## src/rtl/usb_pkg.sv

```systemverilog
// Shared USB definitions: ULPI transmit FSM states, TX CMD prefix and the PID
// values the link and its bench refer to.
package usb_pkg;

  typedef enum logic [2:0] {
    ST_IDLE,
    ST_CMD,
    ST_DATA,
    ST_STP,
    ST_ABORT
  } tx_state_t;

  localparam logic [3:0] ULPI_TXCMD_PREFIX = 4'h4;

  localparam logic [7:0] PID_OUT   = 8'hE1;
  localparam logic [7:0] PID_DATA0 = 8'hC3;
  localparam logic [7:0] PID_DATA1 = 8'h4B;
  localparam logic [7:0] PID_ACK   = 8'hD2;

  // First byte on the ULPI pins: a TX CMD carrying the PID nibble, or the raw PID.
  function automatic logic [7:0] tx_first_byte(input logic [7:0] pid, input logic txcmd_en);
    return txcmd_en ? {ULPI_TXCMD_PREFIX, pid[3:0]} : pid;
  endfunction

endpackage

```

## src/rtl/ulpi_tx_link.sv

```systemverilog
// Link-side ULPI transmitter: UTMI byte stream in, TX CMD / NXT-paced data / STP
// out, with a clean abort when the PHY takes the bus by raising DIR.
module ulpi_tx_link
  import usb_pkg::*;
#(
  parameter logic TXCMD_EN = 1'b1
) (
  input  logic       ulpi_clk60_i,
  input  logic       ulpi_rst_i,
  input  logic [7:0] utmi_data_i,
  input  logic       utmi_txvalid_i,
  output logic       utmi_txready_o,
  input  logic       ulpi_dir_i,
  input  logic       ulpi_nxt_i,
  output logic [7:0] ulpi_data_in_o,
  output logic       ulpi_data_oe_o,
  output logic       ulpi_stp_o,
  output logic       tx_abort_o,
  output logic       tx_busy_o
);

  tx_state_t state;
  logic      dir_q;
  logic      bus_free;

  // The bus needs one turnaround cycle after DIR falls before the link drives it.
  assign bus_free       = !ulpi_dir_i && !dir_q;
  assign ulpi_data_oe_o = bus_free;
  assign tx_busy_o      = (state != ST_IDLE);

  // Handshake: a byte on utmi_data_i transfers on a clock edge where
  // utmi_txvalid_i and utmi_txready_o are both high; ready never waits on valid
  // falling, and a held byte may not change until it is taken.
  always_comb begin
    utmi_txready_o = 1'b0;
    case (state)
      ST_IDLE:          utmi_txready_o = utmi_txvalid_i && bus_free;
      ST_CMD, ST_DATA:  utmi_txready_o = utmi_txvalid_i && ulpi_nxt_i && !ulpi_dir_i;
      ST_ABORT:         utmi_txready_o = utmi_txvalid_i;
      default:          utmi_txready_o = 1'b0;
    endcase
  end

  always_ff @(posedge ulpi_clk60_i or posedge ulpi_rst_i) begin
    if (ulpi_rst_i) begin
      state          <= ST_IDLE;
      ulpi_data_in_o <= 8'h00;
      ulpi_stp_o     <= 1'b0;
      tx_abort_o     <= 1'b0;
      dir_q          <= 1'b1;
    end else begin
      dir_q      <= ulpi_dir_i;
      ulpi_stp_o <= 1'b0;
      tx_abort_o <= 1'b0;
      case (state)
        ST_IDLE: begin
          ulpi_data_in_o <= 8'h00;
          if (utmi_txvalid_i && bus_free) begin
            ulpi_data_in_o <= tx_first_byte(utmi_data_i, TXCMD_EN);
            state          <= ST_CMD;
          end
        end
        ST_CMD, ST_DATA: begin
          // CMD/DATA are only entered with the bus free, so DIR high here is a rising edge.
          if (ulpi_dir_i) begin
            tx_abort_o     <= 1'b1;
            ulpi_data_in_o <= 8'h00;
            state          <= ST_ABORT;
          end else if (ulpi_nxt_i) begin
            if (utmi_txvalid_i) begin
              ulpi_data_in_o <= utmi_data_i;
              state          <= ST_DATA;
            end else begin
              ulpi_data_in_o <= 8'h00;
              ulpi_stp_o     <= 1'b1;
              state          <= ST_STP;
            end
          end
        end
        ST_STP: begin
          ulpi_data_in_o <= 8'h00;
          state          <= ST_IDLE;
        end
        ST_ABORT: begin
          ulpi_data_in_o <= 8'h00;
          // Leave as soon as DIR is low; IDLE then waits out the turnaround cycle,
          // so a new TX CMD can reach the pins two clocks after DIR falls.
          if (!ulpi_dir_i && !utmi_txvalid_i) state <= ST_IDLE;
        end
        default: begin
          ulpi_data_in_o <= 8'h00;
          state          <= ST_IDLE;
        end
      endcase
    end
  end

endmodule

```

## config.mk

```make
export PLATFORM = sky130hd
export DESIGN_NAME = ulpi_tx_link
export DESIGN_NICKNAME = d
export VERILOG_FILES = /design/src/rtl/usb_pkg.sv /design/src/rtl/ulpi_tx_link.sv
export SDC_FILE = /design/constraint.sdc
export NUM_CORES = 1
export LEC_CHECK = 0
export ABC_AREA = 1
export ABC_CLOCK_PERIOD_IN_PS = 1200
export CORE_UTILIZATION = 38
export DETAILED_ROUTE_END_ITERATION = 7
export MAX_ROUTING_LAYER = met4
export PLACE_DENSITY = 0.83
export SETUP_SLACK_MARGIN = 0.2
export SLEW_MARGIN = 30
export SYNTH_ARGS = -nofsm -noshare
export SYNTH_HDL_FRONTEND = slang
export SYNTH_SLANG_ARGS = --single-unit
```

## constraint.sdc

```tcl
create_clock -name ulpi_clk60_i -period 1.2 [get_ports ulpi_clk60_i]
set_input_delay 0.36 -clock ulpi_clk60_i [delete_from_list [all_inputs] [get_ports ulpi_clk60_i]]
set_output_delay 0.36 -clock ulpi_clk60_i [all_outputs]
set_load 0.05 [all_outputs]
```

== Yosys cells after proc, flatten, opt, wreduce, memory -nomap -nowiden ==
Cells that the tools add are included.

* Output and inout bits: 13
* Register bits after elaboration: 14
* Input port bits: 13

* Reduce and logical (&&, ||, !) cells: 12
* Equality and inequality tests: 6
* Mux-type cells: 18

{| class="wikitable"
|+ Operators by type and width
! operator !! count
|-
| two-way mux 8 bit || 3
|-
| case mux 8 bit (2 select lines) || 1
|-
| two-way mux 3 bit || 4
|-
| case mux 3 bit (3 select lines) || 1
|-
| two-way mux 1 bit || 7
|-
| two-way mux 7 bit || 1
|-
| logical AND 1 bit || 5
|-
| != test 2 bit (second input constant) || 2
|-
| equality test 3 x 1 -> 1 bit (second input constant) || 1
|-
| equality test 3 x 2 -> 1 bit (second input constant) || 1
|-
| equality test 3 bit (second input constant) || 1
|-
| zero test 1 bit || 3
|-
| zero test 3 bit || 1
|-
| != test 3 bit (second input constant) || 1
|-
| case mux 1 bit (3 select lines) || 1
|-
| AND reduction 3 bit || 1
|-
| nonzero test 3 bit || 1
|-
| OR reduction 2 bit || 1
|}

== Logic depth before layout (Yosys ltp) ==
* Depth in word-level cells: 5
* Gate-level depth with buffers: 8
* Mapped depth without buffers: 8

== Worst setup path after synthesis ==
OpenSTA, ideal clock, no wires.

* Path kind: input to output
* Start point: input port ulpi_dir_i
* End point: output port utmi_txready_o
* Slack: -1010 ps
* Required time: 840 ps
* Stages: 3
* Buffers on the path: 0
* Arrival: 1850 ps
* Path through: nor2_1 > nand4_1 > nand3_1

* Word-level cells in the longest chain between the ends: 4
* Elaborated cells between the ends (all ways): 5
* Those cells by class: mux: 1; reduce/logical: 4

{| class="wikitable"
|+ Ends and longest elaborated chain
! element !! line !! source
|-
| start: declaration || ulpi_tx_link.sv:13 || <nowiki>input logic ulpi_dir_i,</nowiki>
|-
| zero test 1 bit (*) || ulpi_tx_link.sv:27, ulpi_tx_link.sv:38 ||
|-
| logical AND 1 bit || ulpi_tx_link.sv:27 || <nowiki>assign bus_free = !ulpi_dir_i && !dir_q;</nowiki>
|-
| logical AND 1 bit || ulpi_tx_link.sv:37 || <nowiki>ST_IDLE: utmi_txready_o = utmi_txvalid_i && bus_free;</nowiki>
|-
| case mux 1 bit (3 select lines) (*) || ulpi_tx_link.sv:36 || <nowiki>case (state)</nowiki>
|-
| end: declaration || ulpi_tx_link.sv:12 || <nowiki>output logic utmi_txready_o,</nowiki>
|}

Every way passes the cells marked *; elsewhere a longest branch is shown, timed or not.

== Final worst setup path ==
* Start point: register state[0]
* End point: output port utmi_txready_o

* Word-level cells in the longest chain between the ends: 3
* Elaborated cells between the ends (all ways): 6
* Those cells by class: eq/ne: 3; mux: 1; reduce/logical: 2

{| class="wikitable"
|+ Ends and longest elaborated chain
! element !! line !! source
|-
| start: declaration || ulpi_tx_link.sv:22 || <nowiki>tx_state_t state;</nowiki>
|-
| start signal: assignment || ulpi_tx_link.sv:46 || <nowiki>state <= ST_IDLE;</nowiki>
|-
| start signal: assignment || ulpi_tx_link.sv:60 || <nowiki>state <= ST_CMD;</nowiki>
|-
| start signal: assignment || ulpi_tx_link.sv:68 || <nowiki>state <= ST_ABORT;</nowiki>
|-
| equality test 3 x 1 -> 1 bit / equality test 3 x 2 -> 1 bit (equally long branches) || ulpi_tx_link.sv:36 ||
|-
| OR reduction 2 bit || ulpi_tx_link.sv:36 ||
|-
| case mux 1 bit (3 select lines) (*) || ulpi_tx_link.sv:36 ||
|}

Marked as above.

==> results_dict.tcl <==
set metrics [dict create \
    clk_latency_ns 0.29 \
    drt_iter0_drc 36 \
    dieHeight_um 44.8 \
    ys_top_cells_by_area "dfrtp_1, nand2_1, nand3_1, inv_1, nand2_2" \
    synth_fp_nets 97 \
    crit_path_end_kind "output port" \
    hold_buffers 0 \
    yosysWarnings 0 \
    hold_viol 0 \
    numClockSinks 14 \
    routed_via_density 4.81 \
    final_area_um2 1500 \
    grt_pass1_vias 747 \
    wl_per_cell_um 13.2 \
    synthTopCellsByCount "nand2_1, dfrtp_1, nand3_1" \
    place_inst 151 \
    start_util 0.403 \
    worstPathArrival_ns 1.39 \
    syn_to_final_growth_pct 115 \
    placed_area_um2 1290 \
    synth_area_per_cell_um2 8.28 \
    numCtsBuffers 3 \
    start_kind "register" \
    die_area_um2 2010 \
    path_max_fanout 4 \
    slew_headroom 0.827 \
    ios 26 \
    synth_area_um2 696 \
    seqCellArea_um2 354 \
    synth.most_common_cell "nand2_1" \
    die_x_um 44.8 \
    irDropWorstVdd_mv 2.06 \
    synth.distinct_cells 15 \
    violations "negative setup slack" \
    path_class "register to output port" \
    finalWorstSetupSlack_ns -0.546 \
    fin_crit_sh 1.46 \
    slew_viol_final 0 \
    cts_tree "built" \
    met1_usage 0.297 \
    fmax_mhz 573 \
    status "finished with violations" \
    p_leak_nw 0.733 \
    rows 15 \
    synth-edff-count 0 \
    p_per_area_nw_per_um2 2130 \
    n_antenna_cell 0 \
    stdcell_count 167 \
    synthArstFlopShare 1.00 \
    cts-root-buf "clkbuf_4" \
    track_usage 0.241 \
    ys_seq_area_frac 0.505 \
    busiest_layer "met2" \
    clk_transition_reported_paths_ns 0.09 \
    rsz0062_at_grt "yes" \
    hp-class "input port to asynchronous set/reset pin" \
    grt_overflow 0 \
    cp_slowest_cell "dfrtp_2" \
    synth_cells 84 \
    dp.final_hpwl_um 1540 \
    grt_pass1_wl_um 3350 \
    max-cap-violations 0 \
    drt_pre_antenna_iters 4 \
    drive_above_1_share 0.542 \
    synth_top_cell_by_area "dfrtp_1" \
    antenna_found_initial 0 \
    vias 803 \
    grt_max_degree 9 \
    multi_input_area_um2 412 \
    clk_path_buf_depth 2 \
    required_ns 0.84 \
    coreArea_um2 1730 \
    setup_tns_ns -3.33 \
    place_congestion 0.853 \
    worst_pin_slew_ns 0.259 \
    setup_viol 25 \
    drc 0 \
    synth_seq_cells 14 \
    synthFlopType "dfrtp_1" \
    worstRegToRegCells 12 \
    h-tree-depth 1 \
    grt_use_met2 0.403 \
    drt-total-wl_um 2200 \
    synth_top_cell_area_share 0.468 \
    crit_chain "nor2_4 > buf_6 > nor2_4 > nand3_2 > nand3_4 > buf_12" \
    nFillCells 88 \
    clock_skew_ns 0.00641 \
    critPathMostFrequentCell "nor2_4" \
    port_buffers 25 \
    finalCriticalPeriod_ns 1.75 \
    cpPeakStageDelay_ns 0.45 \
    final_nets 156 \
    drtAntennaViolNets 0 \
    grtUsageMet3 0.0520 \
]
==> worst max-delay path: cells and delay by family, from the launching register on <==
| family | cells | cell delay (ns) |
|---|---|---|
| and+or+nand+nor | 4 | 0.36 |
| buffers and inverters | 2 | 0.28 |
| DFF | 1 | 0.45 |
==> per-stage QoR <==
step / setup WS (ns) / power (mW) / hold WS [ns] / util
5_1_grt: -0.611 / 3.35 / 0.362 / 0.867
3_5_place_dp: -0.624 / 2.34 / 0.532 / 0.747
4_1_cts: -0.531 / 2.85 / 0.367 / 0.812
6_report: -0.546 / 3.19 / 0.364 / 0.867
2_1_floorplan: -0.307 / 1.55 / 0.249 / -
3_3_place_gp: -0.557 / 2.30 / 0.527 / 0.747
==> layout by cell type (no fill, tap or decap), types with 2 or more instances in the layout <==
cell,instances
buf_6,11
nand3_1,5
nand2_1,23
nand2_2,5
nor2_2,3
o21ai_1,2
inv_1,6
nor2_1,2
inv_4,3
clkdlybuf4s50_1,10
buf_12,13
nand2_4,3
dlygate4sd2_1,2
dfrtp_1,11
nand3_2,5
dfrtp_2,2
buf_4,17
clkbuf_4,3
o21ai_0,2
nand3_4,2
nor2_4,5
==> path summary, 6_finish.rpt <==
check / from / end / slack [ns]
min in group ulpi_clk60_i: ulpi_data_in_o[6] / ulpi_data_in_o[6] / 0.54
hold / removal: ulpi_rst_i / ulpi_data_in_o[4] / 0.36
setup / recovery: state[0] / utmi_txready_o / -0.55
max in group asynchronous: ulpi_rst_i / dir_q / 0.61
hold reg to reg: ulpi_data_in_o[6] / ulpi_data_in_o[6] / 0.54
setup reg to reg: state[1] / state[0] / -0.23
==> sequential cells by signal, indices dropped and copies added, names as in the netlist <==
| name | cells |
|---|---|
| dir_q | 1 |
| tx_abort_o | 1 |
| state | 3 |
| ulpi_stp_o | 1 |
| ulpi_data_in_o | 8 |
==> final cells by class <==
type | instances | area share
Multi-Input combinational cell | 61 | 0.275
Sequential cell | 14 | 0.236
Timing Repair Buffer | 53 | 0.420
Inverter | 10 | 0.0301
Tap cell | 25 | 0.0209
Clock buffer | 4 | 0.0175
==> cell families (layout without fill, tap and decap cells) <==
group	Yosys count	in the layout	synth area share
simple gates	55	56	0.405
flops	14	14	0.505
compound gates	5	5	0.0360
buf+inv	10	67	0.0540
==> routing by layer <==
metal	routed length (um)	up-vias
li1	-	380
met1	921	393
met2	1170	28
met3	100	2
met4	10	0
met5	0	-
==> power breakdown <==
| part | switching [mW] | internal, mW | total, mW | leakage [nW] |
|---|---|---|---|---|
| registers | 0.110 | 0.578 | 0.688 | 0.184 |
| logic | 1.10 | 1.11 | 2.21 | 0.535 |
| clock network | 0.162 | 0.129 | 0.291 | 0.0150 |
| total | 1.37 | 1.82 | 3.19 | 0.733 |
==> timing repair <==
item                                   4_1_cts  5_1_grt
setup endpoints to repair                   26       26
gates cloned                                 1        0
endpoints found under the hold margin        0        0
pin swaps                                    9        8
gates resized for setup                     11       20
setup buffers                                6        5
Power figures use the tool's default switching activity.
